**src/rtl/loctag_pkg.sv**
```systemverilog
// Shared types and constants for the loctag backscatter transmitter.
package loctag_pkg;

    typedef enum logic [2:0] {
        ST_IDLE,
        ST_BACKOFF,
        ST_PREAMBLE,
        ST_DATA,
        ST_GUARD
    } state_t;

    localparam logic [1:0] MODE_OOK = 2'b00;
    localparam logic [1:0] MODE_SUB = 2'b01;
    localparam logic [1:0] MODE_RR  = 2'b10;
    localparam logic [1:0] MODE_OFF = 2'b11;

    localparam logic [15:0] LFSR_TAPS = 16'hB400;

    // Counter width able to hold 0..n-1, never narrower than one bit.
    function automatic int cnt_w(input int n);
        return (n <= 2) ? 1 : $clog2(n);
    endfunction

endpackage

```
**src/rtl/loctag_lfsr16.sv**
```systemverilog
// 16-bit Galois LFSR used as the slotted-ALOHA random source.
module loctag_lfsr16 #(
    parameter logic [15:0] SEED = 16'hF1B7
) (
    input  logic        clk,
    input  logic        reset,
    input  logic        step,
    output logic [15:0] value
);
    import loctag_pkg::*;

    // An all-zero state would lock up the register.
    localparam logic [15:0] SEED_EFF = (SEED == 16'h0000) ? 16'h0001 : SEED;

    always_ff @(posedge clk) begin
        if (!reset) begin
            value <= SEED_EFF;
        end else if (step) begin
            value <= {1'b0, value[15:1]} ^ (value[0] ? LFSR_TAPS : 16'h0000);
        end
    end

endmodule

```
**src/rtl/loctag_bs_tx.sv**
```systemverilog
// Backscatter frame transmitter: trigger sync, slotted backoff, Manchester
// preamble + tag ID onto the reflector switches in OOK, subcarrier or round-robin form.
module loctag_bs_tx #(
    parameter int          N_CTRL       = 2,
    parameter int          ID_BYTES     = 16,
    parameter int          PRE_BITS     = 8,
    parameter int          BIT_CYCLES   = 50,
    parameter int          SUB_DIV      = 5,
    parameter int          SLOT_CYCLES  = 8192,
    parameter int          GUARD_CYCLES = 64,
    parameter logic [15:0] MAC_SEED     = 16'hF1B7,
    parameter int          MAC_Q        = 2
) (
    input  logic                  clk,
    input  logic                  reset,
    input  logic                  trig,
    input  logic [8*ID_BYTES-1:0] tag_id,
    input  logic                  force_fs,
    input  logic [1:0]            mode,
    output logic [N_CTRL-1:0]     ctrl,
    output logic                  busy,
    output logic                  done,
    output logic [MAC_Q-1:0]      slot,
    output logic                  led
);
    import loctag_pkg::*;

    localparam int FRAME_BITS = PRE_BITS + 8 * ID_BYTES;
    localparam int HALF       = BIT_CYCLES / 2;
    localparam int CYC_W      = cnt_w(BIT_CYCLES);
    localparam int BIT_W      = cnt_w(FRAME_BITS + 1);
    localparam int GRD_W      = cnt_w(GUARD_CYCLES);
    localparam int SUB_W      = cnt_w(SUB_DIV);
    localparam int RR_W       = cnt_w(N_CTRL);
    localparam int BO_W       = cnt_w(((1 << MAC_Q) - 1) * SLOT_CYCLES + 1);
    localparam int LED_W      = 21;

    function automatic logic [PRE_BITS-1:0] pre_pattern();
        logic [PRE_BITS-1:0] p;
        for (int i = 0; i < PRE_BITS; i++) begin
            p[i] = ((PRE_BITS - 1 - i) % 2) == 0;
        end
        return p;
    endfunction

    localparam logic [PRE_BITS-1:0] PRE_PAT = pre_pattern();

    state_t                state, state_n;
    logic                  sync1, sync2, sync3;
    logic [15:0]           lfsr;
    logic [MAC_Q-1:0]      slot_sel;
    logic [1:0]            mode_q;
    logic [FRAME_BITS-1:0] frame_sr;
    logic [BO_W-1:0]       bo_cnt;
    logic [CYC_W-1:0]      cyc_cnt;
    logic [BIT_W-1:0]      bit_idx;
    logic [RR_W-1:0]       rr_idx;
    logic [SUB_W-1:0]      sub_cnt;
    logic                  sub_lvl;
    logic [GRD_W-1:0]      guard_cnt;
    logic [LED_W-1:0]      led_cnt;
    logic                  accept, bit_end, in_frame, level;
    logic [N_CTRL-1:0]     ctrl_n;
    logic                  done_n;

    loctag_lfsr16 #(.SEED(MAC_SEED)) u_lfsr (
        .clk   (clk),
        .reset (reset),
        .step  (1'b1),
        .value (lfsr)
    );

    assign slot_sel = MAC_Q'(lfsr % 16'(1 << MAC_Q));
    assign accept   = (state == ST_IDLE) && sync2 && !sync3 && (mode != MODE_OFF);
    assign bit_end  = (cyc_cnt == CYC_W'(BIT_CYCLES - 1));
    assign in_frame = (state == ST_PREAMBLE) || (state == ST_DATA);

    always_ff @(posedge clk) begin
        if (!reset) begin
            state <= ST_IDLE;
        end else begin
            state <= state_n;
        end
    end

    always_comb begin
        state_n = state;
        case (state)
            ST_IDLE:     if (accept) state_n = ST_BACKOFF;
            ST_BACKOFF:  if (bo_cnt == '0) state_n = ST_PREAMBLE;
            ST_PREAMBLE: if (bit_end && bit_idx == BIT_W'(PRE_BITS - 1)) state_n = ST_DATA;
            ST_DATA:     if (bit_end && bit_idx == BIT_W'(FRAME_BITS - 1)) state_n = ST_GUARD;
            ST_GUARD:    if (guard_cnt == GRD_W'(GUARD_CYCLES - 1)) state_n = ST_IDLE;
            default:     state_n = ST_IDLE;
        endcase
    end

    // The frame shift register MSB is the current bit; the first half carries it, the second its inverse.
    always_comb begin
        level  = (cyc_cnt < CYC_W'(HALF)) ? frame_sr[FRAME_BITS-1] : ~frame_sr[FRAME_BITS-1];
        ctrl_n = '0;
        done_n = (state == ST_GUARD) && (guard_cnt == GRD_W'(GUARD_CYCLES - 1));
        if (in_frame) begin
            case (mode_q)
                MODE_OOK: ctrl_n[0]      = level;
                MODE_SUB: ctrl_n[0]      = level & sub_lvl;
                MODE_RR:  ctrl_n[rr_idx] = level;
                default:  ctrl_n         = '0;
            endcase
        end
    end

    always_ff @(posedge clk) begin
        if (!reset) begin
            sync1     <= 1'b0;
            sync2     <= 1'b0;
            sync3     <= 1'b0;
            mode_q    <= MODE_OOK;
            frame_sr  <= '0;
            bo_cnt    <= '0;
            cyc_cnt   <= '0;
            bit_idx   <= '0;
            rr_idx    <= '0;
            sub_cnt   <= '0;
            sub_lvl   <= 1'b1;
            guard_cnt <= '0;
            led_cnt   <= '0;
            slot      <= '0;
            ctrl      <= '0;
            busy      <= 1'b0;
            done      <= 1'b0;
            led       <= 1'b0;
        end else begin
            sync1 <= trig;
            sync2 <= sync1;
            sync3 <= sync2;

            if (accept) begin
                mode_q   <= mode;
                frame_sr <= {PRE_PAT, tag_id};
                slot     <= force_fs ? '0 : slot_sel;
                bo_cnt   <= force_fs ? '0 : BO_W'(slot_sel) * BO_W'(SLOT_CYCLES);
            end else if (state == ST_BACKOFF && bo_cnt != '0) begin
                bo_cnt <= bo_cnt - 1'b1;
            end

            // The subcarrier phase runs continuously across the frame, starting high.
            if (in_frame) begin
                cyc_cnt <= bit_end ? '0 : cyc_cnt + 1'b1;
                if (bit_end) begin
                    bit_idx  <= bit_idx + 1'b1;
                    frame_sr <= {frame_sr[FRAME_BITS-2:0], 1'b0};
                    rr_idx   <= (rr_idx == RR_W'(N_CTRL - 1)) ? '0 : rr_idx + 1'b1;
                end
                if (sub_cnt == SUB_W'(SUB_DIV - 1)) begin
                    sub_cnt <= '0;
                    sub_lvl <= ~sub_lvl;
                end else begin
                    sub_cnt <= sub_cnt + 1'b1;
                end
            end else begin
                cyc_cnt <= '0;
                bit_idx <= '0;
                rr_idx  <= '0;
                sub_cnt <= '0;
                sub_lvl <= 1'b1;
            end

            guard_cnt <= (state == ST_GUARD) ? guard_cnt + 1'b1 : '0;

            if (done_n) begin
                led_cnt <= LED_W'(1) << 20;
            end else if (led_cnt != '0) begin
                led_cnt <= led_cnt - 1'b1;
            end

            ctrl <= ctrl_n;
            done <= done_n;
            led  <= accept || (state != ST_IDLE) || (led_cnt != '0);
            if (accept) begin
                busy <= 1'b1;
            end else if (done) begin
                busy <= 1'b0;
            end
        end
    end

endmodule

```
**config.mk**
```make
export PLATFORM = sky130hd
export DESIGN_NAME = loctag_bs_tx
export DESIGN_NICKNAME = d
export VERILOG_FILES = /design/src/rtl/loctag_pkg.sv /design/src/rtl/loctag_lfsr16.sv /design/src/rtl/loctag_bs_tx.sv
export SDC_FILE = /design/constraint.sdc
export NUM_CORES = 1
export LEC_CHECK = 0
export BUFFER_PORTS_ARGS = -buffer_cell sky130_fd_sc_hd__buf_2
export CAP_MARGIN = 20
export CORE_MARGIN = 2
export CORE_UTILIZATION = 55
export CTS_BUF_LIST = sky130_fd_sc_hd__clkbuf_4 sky130_fd_sc_hd__clkbuf_8 sky130_fd_sc_hd__clkbuf_16
export CTS_CLUSTER_SIZE = 10
export DETAILED_ROUTE_END_ITERATION = 7
export GPL_ROUTABILITY_DRIVEN = 1
export GPL_TIMING_DRIVEN = 0
export HOLD_SLACK_MARGIN = 0.15
export PLACE_DENSITY = 0.89
export RECOVER_POWER = 25
export SETUP_SLACK_MARGIN = 0.02
export SYNTH_ARGS = -nofsm -noshare
export SYNTH_HDL_FRONTEND = slang
export SYNTH_SLANG_ARGS = --single-unit
```
**constraint.sdc**
```tcl
create_clock -name clk -period 4.9 [get_ports clk]
set_input_delay 0.49 -clock clk [delete_from_list [all_inputs] [get_ports clk]]
set_output_delay 0.49 -clock clk [all_outputs]
set_load 0.02 [all_outputs]
```
==> impl_metrics.tcl <==
set metrics [dict create \
    crit_path_max_fanout 10 \
    max_stage_delay_ps 440 \
    slew_viol_final 0 \
    syn-instance-count 1176 \
    clockBufferDepth 3 \
    routed_wl_um 23400 \
    cts_setup_buffers 0 \
    vias 8837 \
    ys_async_sr_fraction 0 \
    slew-limit-headroom 0.509 \
    cap_viol_max_count 0 \
    fin_crit_ps 2470 \
    globalRouteTotalUtil 0.246 \
    layout_common_cells "nand2_1, dfxtp_1, nor2_1" \
    grt_pass1_vias 8274 \
    port_buffers 140 \
    dr.first_iter.drc_count 576 \
    layout_commonest_cell "nand2_1" \
    cp.arrival_ps 2840 \
    status "finished, final reports clean" \
    cts.sinks 228 \
    avgViaCountPerCell 5.63 \
    crit_chain "or3b_1, clkbuf_1, nor2_1, nand2_4, buf_2, buf_2, nor2_1, nor3_1" \
    first_pass_iters 5 \
    initial_utilization 0.561 \
    nNetsFinal 1488 \
    worstMarginPinSlew_ps 729 \
    synth-main-ff-cell "dfxtp_1" \
    cp.required_ps 5270 \
    layout_setup_ws_ps 2430 \
    p_per_area_nw_per_um2 394 \
    synth.largest_area_cell "dfxtp_1" \
    synth_top_area_frac 0.470 \
    timing.fmax_ghz 0.405 \
    met1Wirelength_um 10300 \
    cts.clk_slew.worst_paths_ps 50 \
    synth_warnings 0 \
    syn_avg_cell_area_um2 8.25 \
    syn_to_final_growth_pct 16.9 \
    synth.area.top_cells "dfxtp_1, nand2_1, a311oi_1" \
    ys_seq_elements 228 \
    max-vdd-ir-drop_mv 0.271 \
    cts_tree "yes" \
    die_w_um 137 \
    clk_latency_ps 520 \
    core_area_um2 17300 \
    cp-end-kind "flop" \
    hpwlAfterDp_um 16000 \
    dp_slack_ps 2300 \
    drcViolationCount 0 \
    leakagePower_nw 4.43 \
    hold_path_class "in2reg" \
    gp_congestion 0.835 \
    grt_pass1_wl_um 38300 \
    io_pins 141 \
    clock_skew_ps 13.9 \
    cts-htree-levels 1 \
    ys_types 59 \
    wl_per_cell_um 14.9 \
    synthesis.area_um2 9700 \
    wl_met3_um 1370 \
    drtAntennaViolNets 0 \
    crit_type "reg2reg" \
    cts-resized-gates 0 \
    fp.dieArea_um2 18700 \
    met2_length_um 11300 \
    rsz0062_at_grt "false" \
    die_h_um 137 \
    nFillCells 1387 \
    yosysSeqAreaShare 0.470 \
    top_layer_used "met4" \
    rows 48 \
    grt_max_degree 13 \
    slowest_stage "nor2_1" \
    start_kind "flop" \
    grt_remaining_overflow 0 \
    final_hold_viol_count 0 \
    cts.hold.buffers_added 0 \
    root_buffer "clkbuf_16" \
    syn_nets 1320 \
    synth-edff-count 0 \
    setup_tns_ps 0 \
    final-setup-viol-count 0 \
    cts_buffers 26 \
    fin_crit_sh 0.504 \
    antenna_found_initial 0 \
    layout-drive-gt1-share 0.152 \
]
-- state kept, by name, indices dropped and copies added (netlist names), 2 cells and up --
signal        cells
u_lfsr.value     16
ctrl              2
mode_q            2
slot              2
cyc_cnt           6
bo_cnt           15
sub_cnt           3
led_cnt          21
state             3
bit_idx           8
frame_sr        136
guard_cnt         6
-- through the flow --
| step | util | hold WS, ps | cell area [um^2] | power [W] | std cells |
|---|---|---|---|---|---|
| final | 0.656 | 186 | 11300 | 0.00447 | 1571 |
| after global routing | 0.656 | 197 | 11300 | 0.00465 | 1570 |
| after CTS | 0.658 | 173 | 11400 | 0.00449 | 1570 |
| after detailed placement | 0.618 | 396 | 10700 | 0.00284 | 1541 |
| after global placement | 0.618 | 391 | 10700 | 0.00281 | 1541 |
| after floorplan | - | 386 | 9700 | 0.00265 | 1176 |
-- routing by layer --
metal  vias to the layer above  global-route usage
met5                         -                   0
met4                         0              0.0796
met3                        47              0.0352
met2                       287               0.414
met1                      4130               0.328
li1                       4373                   -
-- cells in the mapped netlist, drive strengths merged (3+ instances only) --
library cell and count:
a311oi 129, and2 13, inv 14, or3 7, or3b 3, nand2b 14, buf 28, a21oi 23
nand3 18, nand2 295, xor2 17, ha 10, nor4 11, nor2 194, or4 4, dfxtp 228
xnor2 31, nor3b 5, clkbuf 60, nor2b 4, nand3b 5, a31oi 4, o21a 3, o21ai 3
nor3 20, and3 8, a211oi 7
-- kinds of logic after synthesis --
family,Yosys count,share of synthesized area
compound gates,181,0.158
buf+inv,102,0.0432
flops,228,0.470
xor+xnor,48,0.0433
fa+ha+maj,10,0.0129
simple gates,606,0.271
mux,1,0.00103
-- power breakdown --
part	total [W]	internal [W]	switching [W]
Clock	0.00166	0.000976	0.000689
Combinational	0.000761	0.000328	0.000433
Sequential	0.00205	0.00196	0.0000852
Total	0.00447	0.00327	0.00121
-- critical path: cells and delay by family (launching register included) --
family	cells	cell delay, ps
buf+inv	3	660
simple gates	5	1270
flops	1	380
-- cell type report --
class | instances | area [um^2] | area share
Antenna cell | 1 | 2.50 | 0.000221
Buffer | 88 | 364 | 0.0321
Clock buffer | 29 | 691 | 0.0609
Inverter | 14 | 52.6 | 0.00463
Multi-Input combinational cell | 846 | 4700 | 0.414
Sequential cell | 228 | 4560 | 0.402
Tap cell | 225 | 282 | 0.0248
Timing Repair Buffer | 140 | 691 | 0.0609
-- final timing paths --
path | start | to | slack, ps | cells after the start
max | cyc_cnt[4]$_SDFF_PP0_ | frame_sr[129]$_SDFF_PN0_ | 2430 | 8
max reg2reg | cyc_cnt[4]$_SDFF_PP0_ | frame_sr[129]$_SDFF_PN0_ | 2430 | 8
min | trig | sync1$_SDFF_PN0_ | 190 | 2
min reg2reg | u_lfsr.value[3]$_SDFF_PN0_ | u_lfsr.value[2]$_SDFF_PN1_ | 410 | 1
Power figures use the tool's default switching activity.
